`src/rtl/vram_trace_writer_if.sv`:
```
// Sample stream in, VRAM write port out, for the trace writer.
interface vram_trace_writer_if;
  logic signed [9:0] sampleData;
  logic              sampleValid;
  logic              sampleReady;
  logic [9:0]        vramWriteAddr;
  logic signed [9:0] vramInData;
  logic              vramWrEn;
  logic              frameDone;

  // Writer side: consumes samples, drives the RAM write port.
  modport master (
    input  sampleData, sampleValid,
    output sampleReady, vramWriteAddr, vramInData, vramWrEn, frameDone
  );

  // Environment side: sample source and RAM.
  modport slave (
    output sampleData, sampleValid,
    input  sampleReady, vramWriteAddr, vramInData, vramWrEn, frameDone
  );
endinterface

```
`src/rtl/vram_trace_writer.sv`:
```
// Writes one captured trace per frame into the VGA column buffer RAM.
// A capture starts on a vSync falling edge, optionally waits for a rising
// level crossing, then writes COLUMNS clamped Y values at addresses 0..N-1.
module vram_trace_writer #(
  parameter int unsigned COLUMNS      = 1024,
  parameter int          CLAMP_MIN    = 16,
  parameter int          CLAMP_MAX    = 752,
  parameter int unsigned TRIG_TIMEOUT = 2048
) (
  input  logic                inClock,
  input  logic                resetN,
  input  logic                vSync,
  input  logic [1:0]          runMode,
  input  logic                trigEnable,
  input  logic signed [9:0]   trigLevel,
  output logic                busy,
  vram_trace_writer_if.master bus
);
  localparam int unsigned COL_W = 10;
  localparam int unsigned TMO_W = $clog2(TRIG_TIMEOUT + 1);
  localparam logic [COL_W-1:0] LAST_COL = COL_W'(COLUMNS - 1);

  typedef enum logic [2:0] {
    S_IDLE,
    S_ARMED,
    S_TRIG,
    S_WRITE,
    S_DONE
  } state_e;

  state_e            state_q, state_d;
  logic [COL_W-1:0]  col_q, col_d;
  logic signed [9:0] prev_q, prev_d;
  logic              prev_valid_q, prev_valid_d;
  logic [TMO_W-1:0]  tmo_q, tmo_d;
  logic [9:0]        addr_q, addr_d;
  logic signed [9:0] data_q, data_d;
  logic              wren_q, wren_d;
  logic              done_q, done_d;
  logic              ready_q, ready_d;
  logic              busy_q, busy_d;
  logic              vs_meta_q, vs_sync_q, vs_prev_q;

  logic              vs_edge_c;
  logic              accept_c;
  logic              stop_c;
  logic              trig_hit_c;
  logic signed [9:0] clamped_c;

  // vSync is asynchronous to inClock: two-flop synchronizer plus edge history.
  always_ff @(posedge inClock or negedge resetN) begin
    if (!resetN) begin
      vs_meta_q <= 1'b1;
      vs_sync_q <= 1'b1;
      vs_prev_q <= 1'b1;
    end else begin
      vs_meta_q <= vSync;
      vs_sync_q <= vs_meta_q;
      vs_prev_q <= vs_sync_q;
    end
  end

  assign vs_edge_c  = vs_prev_q & ~vs_sync_q;
  assign accept_c   = bus.sampleValid & ready_q;
  assign stop_c     = (runMode == 2'b00) || (runMode == 2'b11);
  assign trig_hit_c = (prev_valid_q && (prev_q < trigLevel) && (bus.sampleData >= trigLevel))
                   || (tmo_q == TMO_W'(TRIG_TIMEOUT));

  // Limit the sample to the visible Y range; limits compare as plain integers.
  always_comb begin
    clamped_c = bus.sampleData;
    if (int'(bus.sampleData) < CLAMP_MIN) begin
      clamped_c = 10'(CLAMP_MIN);
    end else if (int'(bus.sampleData) > CLAMP_MAX) begin
      clamped_c = 10'(CLAMP_MAX);
    end
  end

  // Next-state and next-output logic; stop mode overrides every state.
  always_comb begin
    state_d      = state_q;
    col_d        = col_q;
    prev_d       = prev_q;
    prev_valid_d = prev_valid_q;
    tmo_d        = tmo_q;
    addr_d       = addr_q;
    data_d       = data_q;
    wren_d       = 1'b0;
    done_d       = 1'b0;

    if (stop_c) begin
      state_d = S_IDLE;
    end else begin
      unique case (state_q)
        S_IDLE: state_d = S_ARMED;
        S_ARMED: begin
          col_d        = '0;
          prev_valid_d = 1'b0;
          tmo_d        = '0;
          if (vs_edge_c) begin
            state_d = trigEnable ? S_TRIG : S_WRITE;
          end
        end
        S_TRIG: begin
          if (accept_c) begin
            if (trig_hit_c) begin
              wren_d  = 1'b1;
              addr_d  = '0;
              data_d  = clamped_c;
              col_d   = COL_W'(1);
              state_d = S_WRITE;
            end else begin
              prev_d       = bus.sampleData;
              prev_valid_d = 1'b1;
              tmo_d        = tmo_q + TMO_W'(1);
            end
          end
        end
        S_WRITE: begin
          if (accept_c) begin
            wren_d = 1'b1;
            addr_d = col_q;
            data_d = clamped_c;
            if (col_q == LAST_COL) begin
              done_d  = 1'b1;
              state_d = (runMode == 2'b01) ? S_ARMED : S_DONE;
            end else begin
              col_d = col_q + COL_W'(1);
            end
          end
        end
        S_DONE: state_d = S_DONE;
        default: state_d = S_IDLE;
      endcase
    end

    ready_d = (state_d == S_TRIG) || (state_d == S_WRITE);
    busy_d  = ready_d || (state_d == S_ARMED);
  end

  // State and registered outputs.
  always_ff @(posedge inClock or negedge resetN) begin
    if (!resetN) begin
      state_q      <= S_IDLE;
      col_q        <= '0;
      prev_q       <= '0;
      prev_valid_q <= 1'b0;
      tmo_q        <= '0;
      addr_q       <= '0;
      data_q       <= '0;
      wren_q       <= 1'b0;
      done_q       <= 1'b0;
      ready_q      <= 1'b0;
      busy_q       <= 1'b0;
    end else begin
      state_q      <= state_d;
      col_q        <= col_d;
      prev_q       <= prev_d;
      prev_valid_q <= prev_valid_d;
      tmo_q        <= tmo_d;
      addr_q       <= addr_d;
      data_q       <= data_d;
      wren_q       <= wren_d;
      done_q       <= done_d;
      ready_q      <= ready_d;
      busy_q       <= busy_d;
    end
  end

  assign bus.sampleReady   = ready_q;
  assign bus.vramWriteAddr = addr_q;
  assign bus.vramInData    = data_q;
  assign bus.vramWrEn      = wren_q;
  assign bus.frameDone     = done_q;
  assign busy              = busy_q;
endmodule

```
`src/flat_wrapper.sv`:
```
// flat-port wrapper written by rule: the top's interface ports become plain ports
module vram_trace_writer_flat 
#(
  parameter int unsigned COLUMNS      = 1024,
  parameter int          CLAMP_MIN    = 16,
  parameter int          CLAMP_MAX    = 752,
  parameter int unsigned TRIG_TIMEOUT = 2048
)
  (inClock, resetN, vSync, runMode, trigEnable, trigLevel, busy, bus_sampleData, bus_sampleValid, bus_sampleReady, bus_vramWriteAddr, bus_vramInData, bus_vramWrEn, bus_frameDone);
  vram_trace_writer_if bus_i ();
  input  logic inClock;
  input  logic resetN;
  input  logic vSync;
  input  logic [1:0] runMode;
  input  logic trigEnable;
  input  logic signed [9:0] trigLevel;
  output logic busy;
  input wire logic [$bits(bus_i.sampleData)-1:0] bus_sampleData;
  input wire logic [$bits(bus_i.sampleValid)-1:0] bus_sampleValid;
  output wire logic [$bits(bus_i.sampleReady)-1:0] bus_sampleReady;
  output wire logic [$bits(bus_i.vramWriteAddr)-1:0] bus_vramWriteAddr;
  output wire logic [$bits(bus_i.vramInData)-1:0] bus_vramInData;
  output wire logic [$bits(bus_i.vramWrEn)-1:0] bus_vramWrEn;
  output wire logic [$bits(bus_i.frameDone)-1:0] bus_frameDone;
  assign bus_i.sampleData = bus_sampleData;
  assign bus_i.sampleValid = bus_sampleValid;
  assign bus_sampleReady = bus_i.sampleReady;
  assign bus_vramWriteAddr = bus_i.vramWriteAddr;
  assign bus_vramInData = bus_i.vramInData;
  assign bus_vramWrEn = bus_i.vramWrEn;
  assign bus_frameDone = bus_i.frameDone;
  vram_trace_writer #(.COLUMNS(COLUMNS), .CLAMP_MIN(CLAMP_MIN), .CLAMP_MAX(CLAMP_MAX), .TRIG_TIMEOUT(TRIG_TIMEOUT)) u_core (.inClock(inClock), .resetN(resetN), .vSync(vSync), .runMode(runMode), .trigEnable(trigEnable), .trigLevel(trigLevel), .busy(busy), .bus(bus_i));
endmodule
```
`config.mk`:
```
export PLATFORM = sky130hd
export DESIGN_NAME = vram_trace_writer_flat
export DESIGN_NICKNAME = d
export VERILOG_FILES = /design/src/rtl/vram_trace_writer_if.sv /design/src/rtl/vram_trace_writer.sv /design/src/flat_wrapper.sv
export SDC_FILE = /design/constraint.sdc
export NUM_CORES = 1
export LEC_CHECK = 0
export BUFFER_PORTS_ARGS = -buffer_cell sky130_fd_sc_hd__buf_2
export CAP_MARGIN = 20
export CORE_MARGIN = 3
export CORE_UTILIZATION = 40
export CTS_CLUSTER_SIZE = 12
export DETAILED_ROUTE_END_ITERATION = 10
export SLEW_MARGIN = 20
export SYNTH_ARGS = -nofsm -noshare
export SYNTH_HDL_FRONTEND = slang
export SYNTH_SLANG_ARGS = --single-unit
```
`constraint.sdc`:
```
create_clock -name inClock -period 2.2 [get_ports inClock]
set_input_delay 0.22 -clock inClock [delete_from_list [all_inputs] [get_ports inClock]]
set_output_delay 0.22 -clock inClock [all_outputs]
set_load 0.05 [all_outputs]
```
==> out/results.txt, run 1 <==
The flow ran to the end, and the final reports show no timing, DRC or antenna violations. At the worst endpoint, the required time is 2.43 ns. Once placement finished, the instance area stood at 4410 um2. By area, the combinational part of the netlist is dominated by simple AND/OR/NAND/NOR gates. Actual slew at the worst max-slew pin: 0.572 ns. For the number of buffers on the longest clock path, the log shows 2.

The run gives 0.34 ns as the clock latency of the later-clocked register in the worst-skew pair. The detailed router finished its first iteration with 71 violations. The number of rows created at floorplan was 34.

Among all cell types in the netlist, the one instantiated most often is dfrtp_1. The analysis attributes to cell leakage a power of 2.39 nW. For the total wire length after detailed routing, the log shows 8.57 mm. The floorplan step defined a core boundary enclosing 8760 um2. The number of fill cells was 793. In this run the number of H-tree levels came out at 3. Cell class contributing the biggest share of worst-path delay: compound AO/OA/AOI/OAI gates. The signal on the critical path passes through ha_4 > a211o_1 > a21oi_2 > o21a_1 > o221ai_4 > a21o_4 > clkinv_8 > mux2_4. STA classifies the critical path endpoint as a register.

The count of warnings emitted by yosys was 0. Entering global routing, the biggest net connects 41 pins. The per-cell routed wire length was 14.6 um.

By count the netlist is led by 60 x dfrtp_1, 33 x nand2_1, 24 x inv_1. Total power for the finished layout comes to 2.52 mW. The share of synthesized flip-flops with an asynchronous set or reset is 1.00. The worst setup path is launched from a register. The cell sitting at the root of the clock tree is a clkbuf_8.

The simple-gate area share of the yosys netlist was 0.201; the area added between synthesis and finish was 32.7%. For this run, the number of standard cells in the final layout without fillers is 587. The initial antenna violation count came out at 0. The tools report the core utilization of the finished layout as 0.549. The routed via count divided by cell count came out at 5.21. The post-synthesis adder-cell area fraction was 0.0794; the I/O pin count was 51. Cell total after placement: 565. The floorplan die height is 101 um, and the count of final setup violators is 0. Routability-driven placement finished with a final weighted congestion of 0.859. The remaining antenna violation count came out at 0. Counting flops and latches in the post-synthesis netlist gives 63. The die outline width is 101 um. The worst clock skew on the final layout was 0.0108 ns; the overall fraction of global-route tracks in use was 0.176. Yosys attributes the largest share of cell area to dfrtp_1 41%, ha_1 7.9%, mux2_4 5.4%. The kind of critical path was register to register. The net count of the finished layout is 526. The signal arrival time at the worst endpoint is 2.40 ns. Distinct cell type count after synthesis: 52.

The buffering stage count on the worst path with inverters included came out at 1. The first global-routing pass estimated 14.3 mm of wire. The path class of the lowest-slack min-delay path was input port to register.

The number of slew-limit violations in the final report is 0. For this run, the top clock speed supported by timing is 460 MHz. In the routed design, unresolved DRC markers number 0. The CTS buffer count came out at 9. The die covers 10200 um2. The slowest stage of the critical path is the dfrtp_1 cell. Summing over every cut layer, the via total after detailed routing is 3061. The compound-gate portion of the synthesized area was 0.163; the worst stage delay on the critical path was 0.41 ns. The number of input and output port buffers inserted came out at 50.

The number of hold violations in the final report is 0. 0 antenna diodes ended up in the layout. Clock-pin slew was measured on the worst setup and hold paths at 0.07 ns. The first TritonRoute pass finished after 4 iterations. The maximum fanout along the worst path works out to 7. The multiplexer area fraction after synthesis came out at 0.0739. Portion of the post-synthesis area used by sequential elements: 0.436. Setup repair after global routing could not meet its margin everywhere. The proportion of layout cells with a drive suffix above 1 is 0.365. The fraction of post-synthesis cell area in the top cell type by area was 0.414. Summed over all instances, the cell type with the most area after synthesis is dfrtp_1. The tools report the starting density of the core as 0.414. After routing, the total negative slack on setup checks comes to 0 ns. The total overflow left after global routing is 0.

TritonCTS built the clock tree. The headroom to the max-slew limit is 0.619, and the via count of the first global-routing pass is 2983. Shortest clock period the worst path allows after layout: 2.17 ns. Summed over all nets, the half-perimeter wirelength after detailed placement is 6.30 mm. Each instance of the synthesized netlist takes up on average 10.1 um2. The final design instance area without fill was 4810 um2; the post-synthesis cell count was 359.

The post-synthesis share of cell area spent on xor and xnor gates is 0, and the areal power density over the cells is 524 nW/um2. Hold slack: 0.213 ns. The logs give 3620 um2 for the post-synth design cell area and -0.324 ns for the worst setup slack before clock tree synthesis. The most used flip-flop cell after synthesis is dfrtp_1. The worst supply voltage drop on vdd is 0.301 mV. The run gives 0 as the count of maximum capacitance violations.

The number of enable flip-flop cells after synthesis is 0, and the TritonCTS sink count is 63. The final period utilization is 0.988. When the netlist entered floorplanning its net count stood at 409. Once routing completed, OpenROAD measured the worst setup slack at 0.0263 ns.
## layer usage
metal,track usage,vias up,share of wire
met3,0.0324,7,0.034
li1,-,1534,-
met5,0,-,0
met2,0.272,48,0.46
met4,0.0624,0,0.0090
met1,0.249,1472,0.50
## final cells by class
type                    instances  area [um2]  area share
repair buffers                119         821       0.171
clock buffers                  11         141      0.0294
flip-flops and latches         63        1580       0.329
well taps                     108         135      0.0281
inverters                      25         106      0.0221
multi-input cells             258        2000       0.417
clock inverters                 3        21.3     0.00442
## cells by family (layout without fill, tap and decap cells)
family / after synthesis / in the layout
AO/OA/AOI/OAI: 74 / 74
adder cells (fa/ha/maj): 23 / 23
buffers and inverters: 38 / 158
flip-flops: 63 / 63
multiplexers: 20 / 20
AND/OR/NAND/NOR: 141 / 141
## placed cells by master, fill, tap and decap left out, types with 7 or more instances in the layout
master,instances
ha_1,21
o221ai_1,7
nor2b_1,9
and2_1,9
nor2_1,21
buf_4,60
a21oi_1,15
a221o_1,7
clkbuf_8,10
nor3_1,13
nand2_1,33
buf_2,50
inv_1,24
dfrtp_1,60
nand3_1,20
a22o_1,10
mux2_4,13
## sequential cells by signal, indices dropped and copies added, names as in the netlist
| name | flops |
|---|---|
| u_core.tmo_q | 12 |
| u_core.bus.vramInData | 10 |
| u_core.bus.vramWriteAddr | 10 |
| u_core.col_q | 10 |
| u_core.prev_q | 10 |
| u_core.state_q | 3 |
| u_core.bus.frameDone | 1 |
| u_core.bus.sampleReady | 1 |
| u_core.bus.vramWrEn | 1 |
| u_core.busy | 1 |
| u_core.prev_valid_q | 1 |
| u_core.vs_meta_q | 1 |
| u_core.vs_prev_q | 1 |
| u_core.vs_sync_q | 1 |
## worst paths after layout
kind,cells past startpoint,endpoint,from,slack [ns]
max in group asynchronous,3,u_core.prev_q[1]$_DFFE_PN0P_,resetN,1.18
worst min register to register,0,u_core.vs_sync_q$_DFF_PN1_,u_core.vs_meta_q$_DFF_PN1_,0.36
worst min-delay path,3,u_core.prev_q[0]$_DFFE_PN0P_,bus_sampleData[0],0.21
worst max register to register,8,u_core.bus.vramInData[4]$_DFFE_PN0P_,u_core.prev_q[3]$_DFFE_PN0P_,0.03
worst max-delay path,8,u_core.bus.vramInData[4]$_DFFE_PN0P_,u_core.prev_q[3]$_DFFE_PN0P_,0.03
min in group asynchronous,2,u_core.tmo_q[5]$_DFFE_PN0P_,resetN,0.41
## repair_timing
action / in CTS / in global routing
setup buffers: 4 / 2
hold endpoints to repair: 21 / 0
resized for setup: 10 / 18
hold buffers: 2 / 0
endpoints found under the setup margin: 48 / 41
pin swaps: 3 / 8
cloned: 0 / 0
## report_power, final
group	switching, mW	internal, mW	total, mW
clock network	0.441	0.427	0.869
registers	0.0314	1.20	1.23
logic	0.243	0.180	0.423
## worst reg2reg max path, stage by stage, from the launching register on
cell and delay, ns:
dfrtp_1 0.41, ha_4 0.22, a211o_1 0.26, a21oi_2 0.13
o21a_1 0.22, o221ai_4 0.15, a21o_4 0.28, clkinv_8 0.08
mux2_4 0.30
(Power assumes the default switching activity.)
==> run 2, diff against run 1 <==
--- a/config.mk
+++ b/config.mk
@@ -7,10 +7,14 @@
 export LEC_CHECK = 0
 export BUFFER_PORTS_ARGS = -buffer_cell sky130_fd_sc_hd__buf_2
 export CAP_MARGIN = 20
+export CELL_PAD_IN_SITES_DETAIL_PLACEMENT = 0
+export CELL_PAD_IN_SITES_GLOBAL_PLACEMENT = 2
 export CORE_MARGIN = 3
-export CORE_UTILIZATION = 40
+export CORE_UTILIZATION = 33
 export CTS_CLUSTER_SIZE = 12
 export DETAILED_ROUTE_END_ITERATION = 10
+export GPL_TIMING_DRIVEN = 1
+export PLACE_DENSITY_LB_ADDON = 0.1
 export SLEW_MARGIN = 20
 export SYNTH_ARGS = -nofsm -noshare
 export SYNTH_HDL_FRONTEND = slang
==> run 2 against run 1 <==
Net effect:
- worst setup slack gained 0.0063 ns
- clock skew shrank 0.0025 ns
- global-route usage shrank 1.2 points
- die area grew 20%
- final area grew 4.3%
- first-iteration DRC count grew 46%
- wire length grew 14%
- combinational power grew 4.7%
- sequential power is essentially flat
- fmax grew 0.29%
- critical path type unchanged
- total power grew 13%
- non-clock buffer count grew 8
==> out/results.txt, run 2 (synthesis gave the netlist of run 1 again) <==
The flow ran to the end, and the final reports show no timing, DRC or antenna violations. Headroom to the max-slew limit: 0.520 (-0.0985). The logs give 0.165 (-0.0115) for the overall fraction of global-route tracks in use and 9.81 mm (+14%) for the total wire length after detailed routing. Setup repair after global routing could not meet its margin everywhere. The proportion of layout cells with a drive suffix above 1 is 0.380 (+0.0150), and the number of flip-flops under the largest register name is 12 (unchanged). The final period utilization is 0.985 (-0.00286), and the areal power density over the cells is 566 nW/um2 (+7.9%). The routed via count divided by cell count works out to 5.04 (-3.3%). The number of detailed-route iterations in the first pass is 4 (unchanged).

The sort of element at the start of the critical path is a register. Met3 track demand over resource: 0.0475 (+0.0151). The die outline width works out to 111 um (+9.5%).

The via count of the first global-routing pass came out at 3261 (+9.3%). The signal on the critical path passes through inv_2 > ha_4 > nor4b_4 > nand2_2 > nor4_4 > buf_4 > nor2_2 > a21o_4 > inv_8 > mux2_4. The path class of the lowest-slack min-delay path was input port to register. The per-cell routed wire length came out at 15.7 um (+7.4%).

The area of the die is 12300 um2 (+20%), and the maximum number of pins on one net before global-route repair is 31 (-24%). The logs give 7.09 mm (+13%) for the final HPWL from detailed placement and 0 (unchanged) for the remaining antenna violation count. The met1 global-route usage was 0.226 (-0.0233); the met2 routing resource usage after global routing was 0.256 (-0.0165). The remaining design rule violation count came out at 0 (unchanged). Maximum level of the CTS H-tree: 3 (unchanged). The clock latency of the later-clocked register in the worst-skew pair is 0.36 ns (+0.02 ns), and the buffering stage count on the worst path with inverters included is 3 (+2). Relative to the synthesized area, the layout overhead comes to 38.4%. The number of nets in the final layout was 534 (+1.5%); the number of hold violations in the final report was 0 (unchanged). The run gives 2.49 nW (+3.8%) as the leakage power total. The tools report the worst setup slack before clock tree synthesis as -0.232 ns (+0.0920 ns). The floorplan die height is 111 um (+9.5%). Final weighted congestion in routability-driven placement: 0.801 (-6.8%). The initial antenna violation count was 0 (unchanged).

The run gives 5020 um2 (+4.3%) as the final design instance area without fill. The final total negative setup slack is 0 ns (unchanged). The tools report the starting density of the core as 0.345 (-0.0687). Data required time of the worst path: 2.44 ns (about the same). The logs give 16.2 mm (+14%) for the global-route wire length before repair and 2.41 ns (about the same) for the signal arrival time at the worst endpoint. The post-layout total power was 2.84 mW (+13%).

Most common cell after layout, fill and taps aside: buf_4. The cell class contributing the biggest share of worst-path delay was simple AND/OR/NAND/NOR gates. The run gives 104 (+46%) as the initial DRC count. The TritonCTS sink count was 63 (unchanged). The worst stage delay on the critical path is 0.39 ns (-0.02 ns), and the total vias in the final route is 3150 (+2.9%). The slowest stage of the critical path is the dfrtp_1 cell. Actual slew at the worst max-slew pin: 0.720 ns (+0.148 ns). The count of maximum capacitance violations was 0 (unchanged); the count of final setup violators was 0 (unchanged). Shortest clock period the worst path allows after layout: 2.17 ns (-0.00629 ns). The clock transition at the registers of the reported paths was 0.07 ns (about the same); the fmax was 461 MHz (+0.29%).

The worst clock skew on the final layout came out at 0.00829 ns (-0.00254 ns). The tools report the worst supply voltage drop on vdd as 0.341 mV (+13%). The top cell types in the final layout, fill and taps aside, are 64 x buf_4, 60 x dfrtp_1, 50 x buf_2, 32 x nand2_1, 23 x inv_1.

The tools report the number of rows created at floorplan as 37 (+8.8%). TritonCTS built the clock tree. The I/O pin count came out at 51 (unchanged).

The post-detailed-placement cell area was 4490 um2 (+1.9%). The tools report the core footprint as 10500 um2 (+20%). met2 is the most crowded layer.

For the CTS buffer count, the log shows 9 (unchanged). The logs give 0.0326 ns (+0.00629 ns) for the final worst-path setup slack and 0 (unchanged) for the number of slew-limit violations in the final report. The register name with the most flops was u_core.tmo_q.

Count of antenna diodes in the layout: 0 (unchanged). Maximum fanout along the worst path: 7 (unchanged). Kind of critical path: register to register. The number of input and output port buffers inserted is 50 (unchanged). STA classifies the critical path endpoint as a register. Number of buffers on the longest clock path: 2 (unchanged). The aggregate global routing overflow came out at 0 (unchanged). The root buffer selected by CTS was clkbuf_8.
## run 2: through the flow
stage               instances  hold WS, ns   util
global route              625        0.170  0.477
finish                    625        0.179  0.477
floorplan                 359      -0.0756      -
global placement          598        0.326  0.428
CTS                       619        0.161  0.461
detailed placement        598        0.327  0.428
## run 2: where the power goes
group / internal (mW) / switching (mW) / total (mW)
sequential: 1.20 / 0.0326 / 1.23
combinational: 0.189 / 0.255 / 0.443
clock: 0.699 / 0.466 / 1.17
## run 2: tightest hold or removal path, stage by stage
cell and delay (ns):
buf_2 0.12, inv_1 0.07, o21ai_0 0.08
## run 2: cell type report
type	count	area, um2
fill	1026	5490
sequential	63	1580
inverter	25	101
tap	136	170
clock buffer	13	159
timing repair buffer	127	918
clock inverter	3	65.1
multi-input combinational	258	2020
## run 2: per-layer routing
layer / vias to the layer above / wire [um]
met4: 0 / 123
met5: - / 0
li1: 1557 / -
met1: 1517 / 4780
met2: 65 / 4460
met3: 11 / 443
## run 2: final timing paths
kind | from | to | slack (ns) | depth (start not counted)
min in group asynchronous | resetN | u_core.tmo_q[7]$_DFFE_PN0P_ | 0.45 | 2
hold / removal | bus_sampleData[0] | u_core.prev_q[0]$_DFFE_PN0P_ | 0.18 | 3
max in group asynchronous | resetN | u_core.prev_q[4]$_DFFE_PN0P_ | 1.11 | 3
hold reg to reg | u_core.vs_meta_q$_DFF_PN1_ | u_core.vs_sync_q$_DFF_PN1_ | 0.35 | 0
setup / recovery | u_core.tmo_q[1]$_DFFE_PN0P_ | u_core.bus.vramInData[7]$_DFFE_PN0P_ | 0.03 | 10
setup reg to reg | u_core.tmo_q[1]$_DFFE_PN0P_ | u_core.bus.vramInData[7]$_DFFE_PN0P_ | 0.03 | 10
## run 2: what timing repair did
item,in CTS,in global routing
setup buffers,3,5
hold buffers,2,0
gates cloned,0,1
endpoints found under the setup margin,46,50
pin swaps,5,15
hold endpoints to repair,26,0
gates resized for setup,12,20
